$ cat src/rtl/plab2_proc_tagged_regfile.sv
// plab2_proc_tagged_regfile
// Domain-tagged N-read / 1-write register file. Each entry remembers the
// security domain that wrote it, domain-0 readers never see domain-1 data, and
// a scrub FSM walks the array clearing every domain-1 entry.
module plab2_proc_tagged_regfile #(
  parameter int p_nbits      = 32,
  parameter int p_nregs      = 32,
  parameter int p_nrports    = 2,
  parameter int p_bypass     = 1,
  parameter int p_zero_reg   = 1,
  parameter int p_auto_scrub = 1,
  localparam int AW          = $clog2(p_nregs)
) (
  input  logic                           clk,
  input  logic                           reset,
  input  logic                           domain,
  input  logic [p_nrports*AW-1:0]        read_addr,
  output logic [p_nrports*p_nbits-1:0]   read_data,
  output logic [p_nrports-1:0]           read_tag,
  input  logic                           write_en,
  input  logic [AW-1:0]                  write_addr,
  input  logic [p_nbits-1:0]             write_data,
  input  logic                           scrub_req,
  output logic                           scrub_busy,
  output logic                           scrub_done
);

  localparam logic [0:0]    S_IDLE  = 1'b0;
  localparam logic [0:0]    S_SCRUB = 1'b1;
  localparam logic [AW-1:0] LAST_IDX = AW'(p_nregs - 1);

  logic [p_nbits-1:0] data_q [p_nregs];
  logic [p_nregs-1:0] tag_q;

  logic [0:0]    state_q, state_d;
  logic [AW-1:0] idx_q, idx_d;
  logic          done_q, done_d;
  logic          prev_dom_q;

  logic          wr_ok;
  logic          scrub_start;

  // Addresses beyond the last entry are neither readable nor writable.
  function automatic logic in_range(input logic [AW-1:0] a);
    return (32'(a) < 32'(p_nregs));
  endfunction

  assign wr_ok = write_en && in_range(write_addr) &&
                 !((p_zero_reg != 0) && (write_addr == '0));

  // A falling domain edge (secure -> normal) kicks off a scrub when enabled.
  assign scrub_start = scrub_req ||
                       ((p_auto_scrub != 0) && prev_dom_q && !domain);

  assign scrub_busy = (state_q == S_SCRUB);
  assign scrub_done = done_q;

  // Entry storage: a write to the entry being scrubbed takes precedence.
  always_ff @(posedge clk or posedge reset) begin
    if (reset) begin
      for (int i = 0; i < p_nregs; i++) begin
        data_q[i] <= '0;
        tag_q[i]  <= 1'b0;
      end
    end else begin
      for (int i = 0; i < p_nregs; i++) begin
        if (wr_ok && (write_addr == AW'(i))) begin
          data_q[i] <= write_data;
          tag_q[i]  <= domain;
        end else if ((state_q == S_SCRUB) && (idx_q == AW'(i)) && tag_q[i]) begin
          data_q[i] <= '0;
          tag_q[i]  <= 1'b0;
        end
      end
    end
  end

  // Scrub FSM next-state: one entry per cycle, requests ignored while busy.
  always_comb begin
    state_d = state_q;
    idx_d   = idx_q;
    done_d  = 1'b0;
    case (state_q)
      S_IDLE: begin
        if (scrub_start) begin
          state_d = S_SCRUB;
          idx_d   = '0;
        end
      end
      S_SCRUB: begin
        if (idx_q == LAST_IDX) begin
          state_d = S_IDLE;
          done_d  = 1'b1;
        end else begin
          idx_d = idx_q + 1'b1;
        end
      end
      default: state_d = S_IDLE;
    endcase
  end

  // Scrub FSM state, index, done pulse and previous-domain tracking.
  always_ff @(posedge clk or posedge reset) begin
    if (reset) begin
      state_q    <= S_IDLE;
      idx_q      <= '0;
      done_q     <= 1'b0;
      prev_dom_q <= 1'b0;
    end else begin
      state_q    <= state_d;
      idx_q      <= idx_d;
      done_q     <= done_d;
      prev_dom_q <= domain;
    end
  end

  // Read ports: zero register, range check, bypass, storage, then domain mask.
  always_comb begin
    read_data = '0;
    read_tag  = '0;
    for (int p = 0; p < p_nrports; p++) begin : g_rd
      logic [AW-1:0]      ra;
      logic [p_nbits-1:0] sel_d;
      logic               sel_t;
      ra    = read_addr[p*AW +: AW];
      sel_d = '0;
      sel_t = 1'b0;
      if ((p_zero_reg != 0) && (ra == '0)) begin
        sel_d = '0;
        sel_t = 1'b0;
      end else if (!in_range(ra)) begin
        sel_d = '0;
        sel_t = 1'b0;
      end else if ((p_bypass != 0) && write_en && (write_addr == ra)) begin
        sel_d = write_data;
        sel_t = domain;
      end else begin
        sel_d = data_q[ra];
        sel_t = tag_q[ra];
      end
      if (sel_t && !domain) begin
        sel_d = '0;
      end
      read_data[p*p_nbits +: p_nbits] = sel_d;
      read_tag[p]                     = sel_t;
    end
  end

endmodule

$ cat config.mk
export PLATFORM = sky130hd
export DESIGN_NAME = plab2_proc_tagged_regfile
export DESIGN_NICKNAME = d
export VERILOG_FILES = /design/src/rtl/plab2_proc_tagged_regfile.sv
export SDC_FILE = /design/constraint.sdc
export NUM_CORES = 2
export LEC_CHECK = 0
export BUFFER_PORTS_ARGS = -buffer_cell sky130_fd_sc_hd__buf_2
export CORE_ASPECT_RATIO = 1.2
export CORE_MARGIN = 2
export CORE_UTILIZATION = 57
export DETAILED_ROUTE_END_ITERATION = 16
export HOLD_SLACK_MARGIN = 0.15
export PLACE_DENSITY_LB_ADDON = 0.2
export SETUP_SLACK_MARGIN = 0.05
export SYNTH_ARGS = -nofsm -noshare
export SYNTH_HDL_FRONTEND = slang
export SYNTH_SLANG_ARGS = --single-unit
$ cat constraint.sdc
create_clock -name clk -period 53.5 [get_ports clk]
set_input_delay 2.675 -clock clk [delete_from_list [all_inputs] [get_ports clk]]
set_output_delay 2.675 -clock clk [all_outputs]
set_load 0.1 [all_outputs]
-- After elaboration in Yosys (flattened, before gate mapping)
Cells that the tools add are included.
- register bits after elaboration: 1064
- output and inout port bits: 68
- logic and storage cells: 440
- $add $sub $neg: 1
- magnitude comparators: 4
- equality and inequality tests: 66
- mux-type cells: 156
- bitwise gates (word level): 3
- reductions and logical operators: 142
- operators by type and width (kind ; count):
    $mux W32 ; 74
    $bmux W32 S5 ; 2
    $eq A5 B5 Y1 const B ; 32
    $logic_and A1 B1 Y1 ; 102
    $eq A5 B4 Y1 const B ; 16
    $mux W1 ; 74
    $reduce_bool A2 Y1 ; 32
    $eq A5 B3 Y1 const B ; 8
    $eq A5 B2 Y1 const B ; 4
    $logic_not A5 Y1 ; 4
    $ge A6 B6 Y1 const B ; 2
    $lt A5 B6 Y1 const B ; 2
    $not A5 Y6 ; 2
    $bmux W1 S5 ; 2
    $eq A5 B1 Y1 const B ; 2
    $eq A5 B5 Y1 ; 2
    $mux W5 ; 2
    $pmux W5 S2 ; 1
    $add A5 B1 Y5 const B ; 1
    $ne A2 B2 Y1 const B ; 2
    $logic_not A1 Y1 ; 2
    $pmux W1 S2 ; 1
    $reduce_and A2 Y1 ; 1
    $logic_or A1 B1 Y1 ; 1
    $not A1 Y1 ; 1

-- Depth between registers and ports, before layout
- depth after elaboration: 7
- depth in mapped cells: 12

-- Worst setup path after synthesis
OpenSTA, ideal clock, no wires.
- kind: input to output
- start point: input read_addr[5]
- end point: output read_data[38]
- arrival: 6.149 ns
- slack: 44.676 ns
- stages: 10
- path buffers: 4
- path through: buf_4 > buf_6 > buf_6 > nor2_1 > a22oi_1 > a311oi_1 > a211oi_2 > a31o_2 > buf_6 > nor3_1
- cells in the longest elaborated chain, start to end: 7
- ends and longest elaborated chain (what ; line ; source):
    from (decl) ; 17 ; input logic [p_nrports*AW-1:0] read_addr,
    $not A5 Y6 (implied by the code) ; 138 ; sel_d = data_q[ra];
    $bmux W32 S5 ; 138 ;
    $mux W32 (implied by the code) (2 in a row) ; 138 ;
    $mux W32 ; 134 ; end else if ((p_bypass != 0) && write_en && (write_addr == ra)) begin
    $mux W32 ; 128 ; if ((p_zero_reg != 0) && (ra == '0)) begin
    $mux W32 * ; 141 ; if (sel_t && !domain) begin
    to (decl) ; 18 ; output logic [p_nrports*p_nbits-1:0] read_data,
Every way passes the cells marked *; elsewhere a longest branch is shown, timed or not. The select of a mux whose other input is x is not followed.

-- Final worst setup path
- start point: input read_addr[9]
- end point: output read_data[32]
The elaborated chain is that of the path after synthesis.

==> impl_metrics.tcl <==
set metrics [dict create \
    avgRoutedWirePerCell_microns 41.77 \
    grt_pass1_wl_mm 316.4 \
    dp_hpwl_mm 120.7 \
    routed_wl_mm 219.1 \
    core_sq_mm 0.09666 \
    seq_power_share 0.432 \
    start_util 0.5732 \
    nFillCells 7163 \
    drt_iter0_markers 6464 \
    worstPathArrival_ns 7.27 \
    critPathMaxFanout 35 \
    ys_types 57 \
    clkLatencyLatePin_ns 0.74 \
    synth_edf_count 0 \
    hold_viol 0 \
    yosys.area.top_type_share 0.4806 \
    fin_skew_ns 0.05317 \
    syn_nets 4117 \
    yosysWarnings 0 \
    cts.path.max_buffers 3 \
    die_w_microns 288.6 \
    grtUsageTotal 0.4438 \
    fin_nets 3926 \
    syn_avg_cell_area_sq_um 13.65 \
    status "completed" \
    power_switching_uw 961.3 \
    dieArea_sq_mm 0.09972 \
    p_comb_frac 0.286 \
    rows 125 \
    ant_nets 0 \
    cts_setup_buffers 0 \
    final_cell_mix "1064 x dfrtp_1, 1023 x a22o_1, 499 x mux4_2" \
    htree_levels 3 \
    fmax_mhz 100.5 \
    path_class "in2out" \
    ys.flop_type "dfrtp_1" \
    async_flop_share 1.000 \
    p_per_area_mw_per_mm2 47.25 \
    cts_tree "yes" \
    ys_ff_latch 1064 \
    utilization 0.6282 \
    cts_buffers 110 \
    pwr-share-clk 0.282 \
    cts_root_buf "clkbuf_16" \
    synthCells 4059 \
    vias 43840 \
    maxSlewHeadroom 0.07275 \
    drc 0 \
    ys_seq_area_frac 0.4806 \
    fin_crit_sh 0.1859 \
    path_clk_slew_ns 0.06 \
    boundaryPins 120 \
    vias_per_cell 8.359 \
    grt_antenna_before_repair 10 \
    grt_setup_unrepaired "false" \
    drv_cap 0 \
    p_int_uw 1907 \
    drv_slew 0 \
    die_h_microns 345.5 \
    setup_violations 0 \
    cts_resized 0 \
    power.share.switching 0.3351 \
    ir_drop_mv 0.04991 \
    worst_slew_pin_slew_ns 1.391 \
    cts_sinks 1064 \
    grt_max_degree 172 \
    cts-hold-fix-buffers 0 \
    drive_above_1_share 0.2710 \
    grt_pass1_vias 43700 \
    gr-total-overflow 0 \
    layout_commonest_cell "dfrtp_1" \
    worst_ep_required_time_ns 50.83 \
    fin_crit_ns 9.947 \
    portBuffers 119 \
    end_kind "output port" \
    hold_class "reg2reg" \
    tns_ns 0 \
    drt_first_pass_iters 9 \
    yosysTopAreaCell "dfrtp_1" \
    netlist_area_sq_mm 0.05541 \
    cp-start-kind "input pin" \
    area_growth_pct 9.586 \
    synth_area_leaders "dfrtp_1 48%, mux4_2 20%, a22o_1 16%, clkbuf_1 2.5%, mux2i_1 1.7%" \
    gp_congestion 0.9322 \
    leakage_uw 0.02702 \
]
flip-flops by register name (all words and copies together), names as in the netlist:
| signal | cells |
|---|---|
| prev_dom_q | 1 |
| data_q | 1024 |
| scrub_done | 1 |
| tag_q | 32 |
| idx_q | 5 |
| scrub_busy | 1 |
cell families after synthesis:
| logic type | count (synthesis) | synth area share |
|---|---|---|
| xor gates and xnor gates | 9 | 0.001423 |
| adders and majority gates | 6 | 0.001355 |
| buffers and inverters | 566 | 0.04546 |
| muxes | 620 | 0.2253 |
| and+or+nand+nor | 390 | 0.03731 |
| DFF | 1064 | 0.4806 |
| AOI/OAI and AO/OA | 1404 | 0.2086 |
routing by layer:
| layer | GRT usage | vias up | wire [microns] |
|---|---|---|---|
| met5 | 0 | - | 96 |
| met4 | 0.3280 | 14 | 19570 |
| met3 | 0.1704 | 1126 | 32680 |
| met2 | 0.6154 | 4221 | 93290 |
| met1 | 0.5667 | 22490 | 73430 |
| li1 | - | 16000 | - |
final timing paths:
| path | from | endpoint | slack, ns | cells past startpoint |
|---|---|---|---|---|
| max reg2reg | scrub_busy | data_q[913] | 50.44 | 5 |
| max in group asynchronous | reset | data_q[442] | 48.04 | 5 |
| min reg2reg | data_q[327] | data_q[327] | 0.52 | 1 |
| max | read_addr[9] | read_data[32] | 43.55 | 8 |
| min in group asynchronous | reset | data_q[953] | 2.13 | 2 |
| min | data_q[327] | data_q[327] | 0.52 | 1 |
power by group through the flow:
stage / logic, uW / clock network [uW] / registers [uW]
final: 821 / 809 / 1240
after floorplan: 634 / 0 / 1170
after detailed placement: 804 / 0 / 1240
after CTS: 807 / 807 / 1230
after global placement: 789 / 0 / 1230
after global routing: 858 / 841 / 1260
critical path, cell delays in order:
cell,delay [ns]
buf_2,0.44
clkinv_1,0.73
o211a_1,0.49
nand3_2,0.33
buf_4,0.57
a31o_2,1.18
nor3_1,0.39
buf_2,0.42
synth_stat cells (2+ instances only):
cell	count
buf_6	21
nand3_1	20
xor2_1	6
and3_1	3
buf_2	72
mux4_2	499
ha_1	6
a22oi_1	77
or2_2	2
nor2_1	133
nand3b_1	2
buf_4	39
o22ai_1	111
o21ai_1	12
o211ai_1	8
o221ai_1	26
nand2b_1	19
xnor2_1	3
a211oi_1	33
a21oi_1	31
a22o_1	1023
a221oi_1	12
nor3_2	45
buf_1	43
or3b_1	2
and2_1	5
nand2_1	76
nor3_1	11
nor2b_1	63
mux2_2	25
or2_0	2
inv_1	19
dfrtp_1	1064
mux2i_1	96
clkbuf_1	369
clkinv_1	2
o21ai_0	10
a31oi_1	50
metrics by stage:
| stage | hold WS, ns | std cells | power [uW] | setup WS, ns | instance area (sq um) |
|---|---|---|---|---|---|
| 6_report | 0.5168 | 5245 | 2869 | 43.55 | 60720 |
| 5_1_grt | 0.5260 | 5230 | 2962 | 43.51 | 60680 |
| 4_1_cts | 0.5163 | 5230 | 2842 | 43.84 | 60680 |
| 3_5_place_dp | 0.4979 | 5026 | 2040 | 43.82 | 56930 |
| 3_3_place_gp | 0.4938 | 5026 | 2018 | 43.83 | 56920 |
| 2_1_floorplan | 0.4769 | 4059 | 1807 | 20.87 | 55410 |
final cells by class:
type | instances | area (sq um) | share of cell area
Multi-Input combinational cell | 2429 | 27010 | 0.4449
Tap cell | 1270 | 1589 | 0.02617
Timing Repair Buffer | 241 | 1608 | 0.02648
Inverter | 22 | 90.09 | 0.001484
Antenna cell | 15 | 37.54 | 0.0006182
Clock buffer | 164 | 3257 | 0.05364
Sequential cell | 1064 | 26630 | 0.4385
Clock inverter | 40 | 496.7 | 0.008181
(Power assumes the default switching activity.)
